### src/rtl/pc_fetch_sequencer_if.sv
// Signal bundle between the fetch sequencer and its neighbours: PC block,
// instruction memory port, decoder and the control-flow event sources.
interface pc_fetch_sequencer_if;
  logic [31:0] pc;
  logic        pc_enable;
  logic        pc_override;
  logic [31:0] pc_value;
  logic        imem_req_valid;
  logic        imem_req_ready;
  logic [31:0] imem_addr;
  logic        imem_rsp_valid;
  logic [31:0] imem_rsp_data;
  logic        inst_valid;
  logic        inst_ready;
  logic [31:0] inst_data;
  logic [31:0] inst_pc;
  logic        redirect_valid;
  logic [31:0] redirect_target;
  logic        trap;
  logic        halt;
  logic        misaligned;

  modport master (
    input  pc, imem_req_ready, imem_rsp_valid, imem_rsp_data, inst_ready,
           redirect_valid, redirect_target, trap, halt,
    output pc_enable, pc_override, pc_value, imem_req_valid, imem_addr,
           inst_valid, inst_data, inst_pc, misaligned
  );

  modport slave (
    output pc, imem_req_ready, imem_rsp_valid, imem_rsp_data, inst_ready,
           redirect_valid, redirect_target, trap, halt,
    input  pc_enable, pc_override, pc_value, imem_req_valid, imem_addr,
           inst_valid, inst_data, inst_pc, misaligned
  );
endinterface

### src/rtl/pc_fetch_sequencer.sv
// Fetch controller: steers the PC block, keeps one instruction fetch in flight
// and holds the returned instruction until the decoder takes it.
module pc_fetch_sequencer #(
  parameter logic [31:0] RESET_VECTOR = 32'h0000_0000,
  parameter logic [31:0] TRAP_VECTOR  = 32'h0000_0100
) (
  input  logic                  clk,
  input  logic                  rst,
  pc_fetch_sequencer_if.master  bus
);

  typedef enum logic [2:0] {
    BOOT   = 3'd0,
    REQ    = 3'd1,
    WAIT   = 3'd2,
    HOLD   = 3'd3,
    HALTED = 3'd4
  } state_t;

  state_t      state_r, next_state_s;
  logic        kill_r, kill_nxt_s;
  logic [31:0] req_pc_r, req_pc_nxt_s;
  logic        inst_valid_r, inst_valid_nxt_s;
  logic [31:0] inst_data_r, inst_data_nxt_s;
  logic [31:0] inst_pc_r, inst_pc_nxt_s;
  logic        misaligned_r, misaligned_nxt_s;

  logic        pc_enable_s, pc_override_s, req_valid_s;
  logic [31:0] pc_value_s;

  logic        evt_active_s, take_trap_s, take_redir_s, redir_misaligned_s, evt_s;
  logic [31:0] target_s;

  // Trap wins over redirect; events are ignored while booting.
  assign evt_active_s       = (state_r != BOOT);
  assign take_trap_s        = bus.trap && evt_active_s;
  assign take_redir_s       = bus.redirect_valid && !bus.trap && evt_active_s;
  assign redir_misaligned_s = take_redir_s && (bus.redirect_target[1:0] != 2'b00);
  assign evt_s              = take_trap_s || take_redir_s;
  assign target_s           = (take_trap_s || redir_misaligned_s) ? TRAP_VECTOR
                                                                  : bus.redirect_target;

  // Next-state, PC-block controls and buffer updates.
  always_comb begin
    next_state_s     = state_r;
    kill_nxt_s       = kill_r;
    req_pc_nxt_s     = req_pc_r;
    inst_valid_nxt_s = inst_valid_r;
    inst_data_nxt_s  = inst_data_r;
    inst_pc_nxt_s    = inst_pc_r;
    misaligned_nxt_s = redir_misaligned_s;
    pc_enable_s      = 1'b0;
    pc_override_s    = 1'b0;
    pc_value_s       = 32'h0000_0000;
    req_valid_s      = 1'b0;

    if (rst) begin
      next_state_s     = BOOT;
      misaligned_nxt_s = 1'b0;
    end else begin
      // A control-flow event owns the PC controls for this cycle.
      if (evt_s) begin
        pc_enable_s   = 1'b1;
        pc_override_s = 1'b1;
        pc_value_s    = target_s;
      end else begin
        pc_value_s    = 32'h0000_0000;
      end

      case (state_r)
        BOOT: begin
          pc_enable_s   = 1'b1;
          pc_override_s = 1'b1;
          pc_value_s    = RESET_VECTOR;
          next_state_s  = REQ;
        end
        REQ: begin
          if (evt_s) begin
            next_state_s = REQ;
          end else begin
            req_valid_s = 1'b1;
            if (bus.imem_req_ready) begin
              req_pc_nxt_s = bus.pc;
              pc_enable_s  = 1'b1;
              next_state_s = WAIT;
            end else if (bus.halt) begin
              next_state_s = HALTED;
            end else begin
              next_state_s = REQ;
            end
          end
        end
        WAIT: begin
          if (evt_s) begin
            if (bus.imem_rsp_valid) begin
              kill_nxt_s   = 1'b0;
              next_state_s = REQ;
            end else begin
              kill_nxt_s   = 1'b1;
            end
          end else if (bus.imem_rsp_valid) begin
            if (kill_r) begin
              kill_nxt_s   = 1'b0;
              next_state_s = REQ;
            end else begin
              inst_data_nxt_s  = bus.imem_rsp_data;
              inst_pc_nxt_s    = req_pc_r;
              inst_valid_nxt_s = 1'b1;
              next_state_s     = HOLD;
            end
          end else begin
            next_state_s = WAIT;
          end
        end
        HOLD: begin
          if (evt_s) begin
            inst_valid_nxt_s = 1'b0;
            next_state_s     = REQ;
          end else if (bus.inst_ready) begin
            inst_valid_nxt_s = 1'b0;
            next_state_s     = bus.halt ? HALTED : REQ;
          end else begin
            next_state_s = HOLD;
          end
        end
        HALTED: begin
          if (evt_s) begin
            next_state_s = HALTED;
          end else if (!bus.halt) begin
            next_state_s = REQ;
          end else begin
            next_state_s = HALTED;
          end
        end
        default: begin
          next_state_s = BOOT;
        end
      endcase
    end
  end

  // State, kill flag and instruction buffer registers.
  always_ff @(posedge clk or posedge rst) begin
    if (rst) begin
      state_r      <= BOOT;
      kill_r       <= 1'b0;
      req_pc_r     <= 32'h0000_0000;
      inst_valid_r <= 1'b0;
      inst_data_r  <= 32'h0000_0000;
      inst_pc_r    <= 32'h0000_0000;
      misaligned_r <= 1'b0;
    end else begin
      state_r      <= next_state_s;
      kill_r       <= kill_nxt_s;
      req_pc_r     <= req_pc_nxt_s;
      inst_valid_r <= inst_valid_nxt_s;
      inst_data_r  <= inst_data_nxt_s;
      inst_pc_r    <= inst_pc_nxt_s;
      misaligned_r <= misaligned_nxt_s;
    end
  end

  assign bus.pc_enable      = pc_enable_s;
  assign bus.pc_override    = pc_override_s;
  assign bus.pc_value       = pc_value_s;
  assign bus.imem_req_valid = req_valid_s;
  assign bus.imem_addr      = req_valid_s ? bus.pc : 32'h0000_0000;
  assign bus.inst_valid     = inst_valid_r;
  assign bus.inst_data      = inst_data_r;
  assign bus.inst_pc        = inst_pc_r;
  assign bus.misaligned     = misaligned_r;

endmodule

### src/flat_wrapper.sv
// flat-port wrapper written by rule: the top's interface ports become plain ports
module pc_fetch_sequencer_flat 
#(
  parameter logic [31:0] RESET_VECTOR = 32'h0000_0000,
  parameter logic [31:0] TRAP_VECTOR  = 32'h0000_0100
)
  (clk, rst, bus_pc, bus_imem_req_ready, bus_imem_rsp_valid, bus_imem_rsp_data, bus_inst_ready, bus_redirect_valid, bus_redirect_target, bus_trap, bus_halt, bus_pc_enable, bus_pc_override, bus_pc_value, bus_imem_req_valid, bus_imem_addr, bus_inst_valid, bus_inst_data, bus_inst_pc, bus_misaligned);
  pc_fetch_sequencer_if bus_i ();
  input  logic clk;
  input  logic rst;
  input wire logic [$bits(bus_i.pc)-1:0] bus_pc;
  input wire logic [$bits(bus_i.imem_req_ready)-1:0] bus_imem_req_ready;
  input wire logic [$bits(bus_i.imem_rsp_valid)-1:0] bus_imem_rsp_valid;
  input wire logic [$bits(bus_i.imem_rsp_data)-1:0] bus_imem_rsp_data;
  input wire logic [$bits(bus_i.inst_ready)-1:0] bus_inst_ready;
  input wire logic [$bits(bus_i.redirect_valid)-1:0] bus_redirect_valid;
  input wire logic [$bits(bus_i.redirect_target)-1:0] bus_redirect_target;
  input wire logic [$bits(bus_i.trap)-1:0] bus_trap;
  input wire logic [$bits(bus_i.halt)-1:0] bus_halt;
  output wire logic [$bits(bus_i.pc_enable)-1:0] bus_pc_enable;
  output wire logic [$bits(bus_i.pc_override)-1:0] bus_pc_override;
  output wire logic [$bits(bus_i.pc_value)-1:0] bus_pc_value;
  output wire logic [$bits(bus_i.imem_req_valid)-1:0] bus_imem_req_valid;
  output wire logic [$bits(bus_i.imem_addr)-1:0] bus_imem_addr;
  output wire logic [$bits(bus_i.inst_valid)-1:0] bus_inst_valid;
  output wire logic [$bits(bus_i.inst_data)-1:0] bus_inst_data;
  output wire logic [$bits(bus_i.inst_pc)-1:0] bus_inst_pc;
  output wire logic [$bits(bus_i.misaligned)-1:0] bus_misaligned;
  assign bus_i.pc = bus_pc;
  assign bus_i.imem_req_ready = bus_imem_req_ready;
  assign bus_i.imem_rsp_valid = bus_imem_rsp_valid;
  assign bus_i.imem_rsp_data = bus_imem_rsp_data;
  assign bus_i.inst_ready = bus_inst_ready;
  assign bus_i.redirect_valid = bus_redirect_valid;
  assign bus_i.redirect_target = bus_redirect_target;
  assign bus_i.trap = bus_trap;
  assign bus_i.halt = bus_halt;
  assign bus_pc_enable = bus_i.pc_enable;
  assign bus_pc_override = bus_i.pc_override;
  assign bus_pc_value = bus_i.pc_value;
  assign bus_imem_req_valid = bus_i.imem_req_valid;
  assign bus_imem_addr = bus_i.imem_addr;
  assign bus_inst_valid = bus_i.inst_valid;
  assign bus_inst_data = bus_i.inst_data;
  assign bus_inst_pc = bus_i.inst_pc;
  assign bus_misaligned = bus_i.misaligned;
  pc_fetch_sequencer #(.RESET_VECTOR(RESET_VECTOR), .TRAP_VECTOR(TRAP_VECTOR)) u_core (.clk(clk), .rst(rst), .bus(bus_i));
endmodule
### config.mk
export PLATFORM = sky130hd
export DESIGN_NAME = pc_fetch_sequencer_flat
export DESIGN_NICKNAME = d
export VERILOG_FILES = /design/src/rtl/pc_fetch_sequencer_if.sv /design/src/rtl/pc_fetch_sequencer.sv /design/src/flat_wrapper.sv
export SDC_FILE = /design/constraint.sdc
export NUM_CORES = 1
export LEC_CHECK = 0
export BUFFER_PORTS_ARGS = -buffer_cell sky130_fd_sc_hd__buf_2
export CAP_MARGIN = 20
export CORE_ASPECT_RATIO = 2
export CORE_MARGIN = 2
export CORE_UTILIZATION = 45
export CTS_CLUSTER_SIZE = 28
export DETAILED_ROUTE_END_ITERATION = 10
export GPL_TIMING_DRIVEN = 0
export HOLD_SLACK_MARGIN = 0.08
export MAX_ROUTING_LAYER = met4
export PLACE_DENSITY = 0.76
export SLEW_MARGIN = 5
export SYNTH_ARGS = -nofsm -noshare
export SYNTH_HDL_FRONTEND = slang
export SYNTH_SLANG_ARGS = --single-unit
### constraint.sdc
create_clock -name clk -period 5.5 [get_ports clk]
set_input_delay 0.55 -clock clk [delete_from_list [all_inputs] [get_ports clk]]
set_output_delay 0.55 -clock clk [all_outputs]
set_load 0.03 [all_outputs]
==> reports/results.ini, run 1 <==
[status]
outcome = completed

[synth]
synth-warning-count = 0
yosysUniqueCellTypes = 34
synth_compound_area_share_pct = 2.80
yosys-top-cells-area = sky130_fd_sc_hd__dfrtp_1 (57%), sky130_fd_sc_hd__mux2_2 (24%), sky130_fd_sc_hd__and2_1 (8.4%), sky130_fd_sc_hd__buf_6 (1.2%), sky130_fd_sc_hd__nor2_1 (1.0%)
post_synth_xor_area_fraction_pct = 0
yosys.area_share.adder_pct = 0
netlist_instances = 337
syn_area_per_cell_um2 = 13.4
ys_ff_latch = 102
netlist_area_um2 = 4520
synth.yosys.seq_area_share_pct = 56.5
yosys-mux-area-fraction_pct = 24.4
yosys.area.top_type = sky130_fd_sc_hd__dfrtp_1
yosys.area.top_type_share_pct = 56.5
post_synthesis_simple_gate_area_fraction_pct = 12.8
synth_top_family_by_area = multiplexers

[clock_tree]
cts_sinks = 102
cts.path.max_buffers = 2
clock_tree.htree_level_count = 3
tritoncts = built
clock-root-buffer = sky130_fd_sc_hd__clkbuf_16
post_cts_sizing = 0
cts.reportedPaths.clkPinSlew_ns = 0.07
worst_skew_pair.late_latency_ns = 0.34
cts_post_setup_buffers_inserted = 0
tritoncts_buffer_count = 9
cts-hold-fix-buffers = 0

[detailed_routing]
drc = 0
iteration_0_drc_markers = 106
routed_wl_um = 11500
drt-wirelength-per-cell_um = 15.9
vias = 3530
drt-vias-per-instance = 4.89
first_pass_iters = 4
antenna_left = 0

[layout]
areaGrowthSynthToFinish_pct = 36.7
final_core_util_pct = 63.3
finish.net_count = 688
finish.cell_count_without_fillers = 722
final_design_area_no_fill_um2 = 6180
drive_above_1_share_pct = 63.3

[timing]
holdWs_ns = 0.317
slew_hr_pct = 65.8
layout_setup_ws_ns = 2.68
rsz_0062_raised_after_global_routing = no
period_needed_ns = 2.82
final.period_utilization_pct = 51.3
fin_setup_tns_ns = 0
total_count_of_hold_check_failures_in_the_final_report = 0
report.final.setup_viol = 0
timing_limited_maximum_frequency_mhz = 354
final_max_slew_viol_count = 0
final_clock_skew_ns = 0.00934
timing_worst_slew_pin_value_ns = 0.512

[power_and_ir_drop]
fin_total_pwr_mw = 1.71
leakage_nw = 3.59
ir_drop_mv = 0.226
powerDensity_nw_per_um2 = 278

[place]
port-buffer-count = 234
place_inst = 705
dpl.hpwl_um = 9140
detailed_place.area_um2 = 5890
gpl.final_weighted_congestion = 0.794
place_worst_setup_slack_ns = 2.62

[setup_path]
critical_path.max_fanout = 40
crit_path_start = rst
critPathLaunchType = input pin
reg2reg_setup_slack_ns = 3.67
path_class = input pin to output pin
cp_data_arrival_time_ns = 2.27
timing.critical_path.to = bus_imem_addr[25]
cp-end-kind = output pin
cp_data_required_time_ns = 4.95
regToRegStartpoint = u_core.state_r[2]
worst-r2r-cell-count = 6
reg2reg_to = u_core.bus.inst_pc[20]

[grt]
first_pass_grt_wire_length_um = 18300
grt_pass1_vias = 3790
grtUsageTotal_pct = 22.7
grt.overflow.total = 0
pin_count_of_the_biggest_net_entering_global_routing = 66
grt_antenna_before_repair = 1

[die]
ios = 237
chipHeight_um = 146
core_um2 = 9760
die_area_um2 = 10900
rows = 51
initial_utilization_pct = 46.3
dieWidth_um = 74.8

[job]
timing.max_cap.violations = 0

[worst_hold_path]
hold_class = input pin to asynchronous set/reset pin

-- area by class of cell --
type,instances,area (um2)
diodes,1,2.50
plain buffers,21,145
clock buffers,12,256
clock inverters,4,30.0
fillers,817,3590
inverters,3,13.8
multi-input cells,212,1810
flip-flops and latches,102,2550
well taps,132,165
repair buffers,235,1200
-- worst max-delay path, stage by stage --
cell	delay [ns]
sky130_fd_sc_hd__buf_2	0.16
sky130_fd_sc_hd__inv_4	0.39
sky130_fd_sc_hd__and4_1	0.27
sky130_fd_sc_hd__buf_4	0.18
sky130_fd_sc_hd__clkbuf_1	0.32
sky130_fd_sc_hd__and2_1	0.19
sky130_fd_sc_hd__buf_2	0.20
-- cells by family after synthesis --
logic type             after synthesis
buffers and inverters               24
multiplexers                        98
AO/OA/AOI/OAI                       20
AND/OR/NAND/NOR                     92
flip-flops                         102
other                                1
-- routing by layer --
metal / vias to the layer above / GRT usage, % / routed length, um
met3: 21 / 3.67 / 609
met4: 0 / 10.0 / 319
li1: 1647 / - / -
met1: 1702 / 21.5 / 3720
met2: 160 / 42.0 / 6860
met5: - / - / 0
-- flip-flops by register name, summed over array words and instances (netlist names) --
signal	cells
u_core.bus.inst_valid	1
u_core.state_r	3
u_core.req_pc_r	32
u_core.kill_r	1
u_core.bus.inst_data	32
u_core.bus.misaligned	1
u_core.bus.inst_pc	32
-- worst min-delay path by stage --
| stage | to | slack [ns] | startpoint |
|---|---|---|---|
| final | u_core.bus.inst_data[14] | 0.32 | rst |
| after global routing | u_core.bus.inst_data[14] | 0.37 | rst |
| after CTS | u_core.bus.inst_data[14] | 0.33 | rst |
| after detailed placement | u_core.bus.inst_data[6] | 0.49 | u_core.bus.inst_data[6] |
| after global placement | u_core.bus.inst_pc[6] | 0.48 | u_core.req_pc_r[6] |
| after floorplan | u_core.bus.inst_pc[0] | 0.47 | u_core.req_pc_r[0] |
-- Yosys cell counts (all sizes together) --
library cell,number
a21o,1
nor2,12
and2,61
dfrtp,102
a21oi,7
nand3,1
or2,2
buf,17
and3,1
nand2,3
and4,1
and3b,1
conb,1
nor4b,1
o21ai,5
inv,3
or4b,1
nor3,6
nor2b,1
a31oi,1
o211ai,2
o32a,2
mux2,96
or3,1
mux2i,2
a32oi,2
clkbuf,4
-- cell usage in the layout (no fill, tap or decap), types with 2 or more instances in the layout --
cell / Yosys / layout
sky130_fd_sc_hd__buf_6: 5 / 5
sky130_fd_sc_hd__o32a_1: 2 / 2
sky130_fd_sc_hd__a21oi_1: 7 / 7
sky130_fd_sc_hd__clkbuf_16: 0 / 9
sky130_fd_sc_hd__mux2i_1: 2 / 2
sky130_fd_sc_hd__o211ai_1: 2 / 2
sky130_fd_sc_hd__clkbuf_1: 3 / 4
sky130_fd_sc_hd__mux2_2: 96 / 96
sky130_fd_sc_hd__a32oi_1: 2 / 2
sky130_fd_sc_hd__buf_2: 7 / 241
sky130_fd_sc_hd__nor2_1: 12 / 12
sky130_fd_sc_hd__dfrtp_1: 102 / 102
sky130_fd_sc_hd__clkbuf_8: 0 / 2
sky130_fd_sc_hd__and2_1: 61 / 61
sky130_fd_sc_hd__o21ai_0: 5 / 5
sky130_fd_sc_hd__inv_1: 3 / 2
sky130_fd_sc_hd__nor3_1: 4 / 4
sky130_fd_sc_hd__or2_2: 2 / 2
sky130_fd_sc_hd__buf_4: 5 / 5
sky130_fd_sc_hd__conb_1: 1 / 2
-- power breakdown --
group | switching (mW) | internal (mW)
Combinational | 0.128 | 0.115
Clock | 0.268 | 0.334
Sequential | 0.0390 | 0.831
Total | 0.435 | 1.28
Power figures use the tool's default switching activity.
==> run 2: changes to the inputs <==
--- a/config.mk
+++ b/config.mk
@@ -5,11 +5,12 @@
 export SDC_FILE = /design/constraint.sdc
 export NUM_CORES = 1
 export LEC_CHECK = 0
+export ABC_AREA = 1
 export BUFFER_PORTS_ARGS = -buffer_cell sky130_fd_sc_hd__buf_2
 export CAP_MARGIN = 20
 export CORE_ASPECT_RATIO = 2
 export CORE_MARGIN = 2
-export CORE_UTILIZATION = 45
+export CORE_UTILIZATION = 46
 export CTS_CLUSTER_SIZE = 28
 export DETAILED_ROUTE_END_ITERATION = 10
 export GPL_TIMING_DRIVEN = 0
==> constraint.sdc (replaced) <==
create_clock -name clk -period 3 [get_ports clk]
set_input_delay 0.3 -clock clk [delete_from_list [all_inputs] [get_ports clk]]
set_output_delay 0.3 -clock clk [all_outputs]
set_load 0.03 [all_outputs]
==> run 2 against run 1 <==
Against the previous run: combinational power rose to 9.8 times the previous value; register-to-register slack lost 2.3 ns; setup slack got worse by 2.2 ns; clock power increased by 80%; largest power group is now combinational cells; via count up 35%; cell area grew 4.6%; highest routed layer unchanged.
==> reports/results.ini, run 2 <==
[die]
initial_utilization_pct = 47.2  ; +0.95 points
dieWidth_um = 76.2  ; +1.8%
die_area_um2 = 11300  ; +3.6%
rows = 52  ; +2.0%
ios = 237  ; unchanged
core_um2 = 10100  ; +4.0%
chipHeight_um = 148  ; +1.8%

[detailed_routing]
vias = 4750  ; +35%
first_pass_iters = 7  ; +3
routed_wl_um = 14300  ; +25%
drt-vias-per-instance = 4.80  ; -1.9%
iteration_0_drc_markers = 206  ; +94%
drc = 0  ; unchanged
drt-wirelength-per-cell_um = 14.5  ; -9.2%
antenna_left = 0  ; unchanged

[synth]
yosys.area.top_type_share_pct = 53.3  ; -3.2 points
syn_area_per_cell_um2 = 7.96  ; -41%
commonest_cells_in_the_synthesized_netlist = sky130_fd_sc_hd__nand2_1 (216), sky130_fd_sc_hd__dfrtp_1 (102), sky130_fd_sc_hd__nor2_1 (73)
synth_async_sr_flop_share_pct = 100  ; unchanged
synth.yosys.seq_area_share_pct = 53.3  ; -3.2 points
yosys.area.top_type = sky130_fd_sc_hd__dfrtp_1
netlist_instances = 602  ; +79%
netlist_area_um2 = 4790  ; +6.1%
yosys-top-cells-area = sky130_fd_sc_hd__dfrtp_1 (53%), sky130_fd_sc_hd__nand2_1 (17%), sky130_fd_sc_hd__nand3_1 (6.5%), sky130_fd_sc_hd__nor2_1 (5.7%), sky130_fd_sc_hd__inv_1 (3.4%)
post-synth-top-count-cell = sky130_fd_sc_hd__nand2_1
synth-warning-count = 0  ; unchanged
ys_ff_latch = 102  ; unchanged
synth_enable_flop_cells = 0  ; unchanged
yosysUniqueCellTypes = 21  ; -38%
synth_ff_type = sky130_fd_sc_hd__dfrtp_1

[setup_path]
critical-path-max-stage-delay_ns = 0.70  ; +0.31 ns
cp-end-kind = output pin
cp_data_arrival_time_ns = 2.22  ; -0.05 ns
reg2reg_setup_slack_ns = 1.34  ; -2.33 ns
path_class = input pin to output pin
regToRegStartpoint = u_core.state_r[2]
critical-path-slowest-cell = sky130_fd_sc_hd__clkinvlp_4
cp_data_required_time_ns = 2.70  ; -2.25 ns
critPathTopFamily = buffers and inverters
critical_path.max_fanout = 37  ; -7.5%
worstPathCellList = buf_2 > clkinvlp_4 > nand2_2 > nor2_2 > inv_2 > buf_2 > nor2_1 > buf_2
critPathLaunchType = input pin
path_buf_inv = 5  ; unchanged
crit_path_start = rst
cell_occurring_most_often_along_the_worst_timing_path = sky130_fd_sc_hd__buf_2

[worst_hold_path]
min_from = bus_imem_rsp_data[24]
hold_class = input pin to flop

[grt]
first_pass_grt_wire_length_um = 22300  ; +22%
pin_count_of_the_biggest_net_entering_global_routing = 39  ; -41%
grt_pass1_vias = 4734  ; +25%
grtUsageTotal_pct = 26.1  ; +3.4 points
grt.overflow.total = 0  ; unchanged
grt_antenna_before_repair = 0  ; -1

[timing]
slew_hr_pct = 45.2  ; -21 points
timing_limited_maximum_frequency_mhz = 397
total_count_of_hold_check_failures_in_the_final_report = 0  ; unchanged
fin_setup_tns_ns = 0  ; unchanged
period_needed_ns = 2.52
final.period_utilization_pct = 84.0
layout_setup_ws_ns = 0.481  ; -2.20 ns
rsz_0062_raised_after_global_routing = no
report.final.setup_viol = 0  ; unchanged
timing_worst_slew_pin_value_ns = 0.821  ; +0.308 ns
final_max_slew_viol_count = 0  ; unchanged
final_clock_skew_ns = 0.00696  ; -0.00238 ns
holdWs_ns = 0.185  ; -0.132 ns

[layout]
antennaDiodeCount = 0  ; -1
layout_common_cells = sky130_fd_sc_hd__buf_2 (251), sky130_fd_sc_hd__nand2_1 (216), sky130_fd_sc_hd__dfrtp_1 (102), sky130_fd_sc_hd__nor2_1 (72), sky130_fd_sc_hd__nand3_1 (62)
finish.net_count = 954  ; +39%
final_design_area_no_fill_um2 = 6460  ; +4.6%
drive_above_1_share_pct = 37.0  ; -26 points
areaGrowthSynthToFinish_pct = 34.8
layout_commonest_cell = sky130_fd_sc_hd__buf_2

[clock_tree]
worst_skew_pair.late_latency_ns = 0.34  ; about the same
cts-hold-fix-buffers = 0  ; unchanged
clock_tree.htree_level_count = 3  ; unchanged
cts_post_setup_buffers_inserted = 0  ; unchanged
cts_sinks = 102  ; unchanged
post_cts_sizing = 0  ; unchanged
cts.path.max_buffers = 2  ; unchanged
tritoncts_buffer_count = 9  ; unchanged
clock-root-buffer = sky130_fd_sc_hd__clkbuf_16
cts.reportedPaths.clkPinSlew_ns = 0.07  ; about the same
tritoncts = built

[place]
gpl.final_weighted_congestion = 0.930  ; +17%
detailed_place.area_um2 = 6180  ; +5.0%
port-buffer-count = 234  ; unchanged
dpl.hpwl_um = 11600  ; +27%
place_worst_setup_slack_ns = 0.421  ; -2.20 ns

[power_and_ir_drop]
powerDensity_nw_per_um2 = 891  ; +220%
leakage_nw = 3.92  ; +9.3%
fin_total_pwr_mw = 5.75  ; +240%
ir_drop_mv = 0.467  ; +110%

[job]
timing.max_cap.violations = 0  ; unchanged

[status]
outcome = completed

## run 2: area by class of cell
| class | instances | area, um2 |
|---|---|---|
| Tap cell | 135 | 169 |
| Multi-Input combinational cell | 413 | 1810 |
| Sequential cell | 102 | 2550 |
| Inverter | 50 | 191 |
| Clock buffer | 11 | 243 |
| Timing Repair Buffer | 236 | 1210 |
| Clock inverter | 5 | 33.8 |
| Fill cell | 932 | 3690 |
| Buffer | 38 | 246 |
## run 2: tightest hold or removal path, delay by kind of cell
kind	cells	cell delay, ns
simple gates	2	0.12
buf+inv	1	0.08
## run 2: path summary, 6_finish.rpt
check	endpoint	cells past startpoint
max in group asynchronous	u_core.req_pc_r[22]	3
hold reg to reg	u_core.bus.inst_pc[13]	2
min in group asynchronous	u_core.req_pc_r[30]	2
setup / recovery	bus_imem_addr[13]	8
hold / removal	u_core.bus.inst_data[24]	3
setup reg to reg	u_core.bus.inst_data[27]	9
## run 2: cells by family after synthesis
| kind of cell | synth area share (%) |
|---|---|
| buffers and inverters | 9.06 |
| other | 0.0783 |
| AND/OR/NAND/NOR | 33.2 |
| flip-flops | 53.3 |
| AO/OA/AOI/OAI | 4.44 |
## run 2: where the power goes
part	total, mW	switching (mW)	internal [mW]
clock	1.08	0.496	0.585
sequential	2.29	0.338	1.95
combinational	2.38	1.68	0.703
total	5.75	2.52	3.24
## run 2: metal layers
layer,GRT usage [%],wire length (um),share of wire [%],up-vias
met5,-,0,0,-
met1,24.8,4880,34,2159
met4,14.5,658,4.6,0
li1,-,-,-,2356
met2,49.9,8000,56,200
met3,3.52,795,5.5,35
## run 2: stage by stage
stage                     instances  utilization, %
after floorplan                 603               -
after global placement          972            60.5
after detailed placement        974            60.9
after CTS                       990            63.6
after global routing            990            63.6
final                           990            63.6
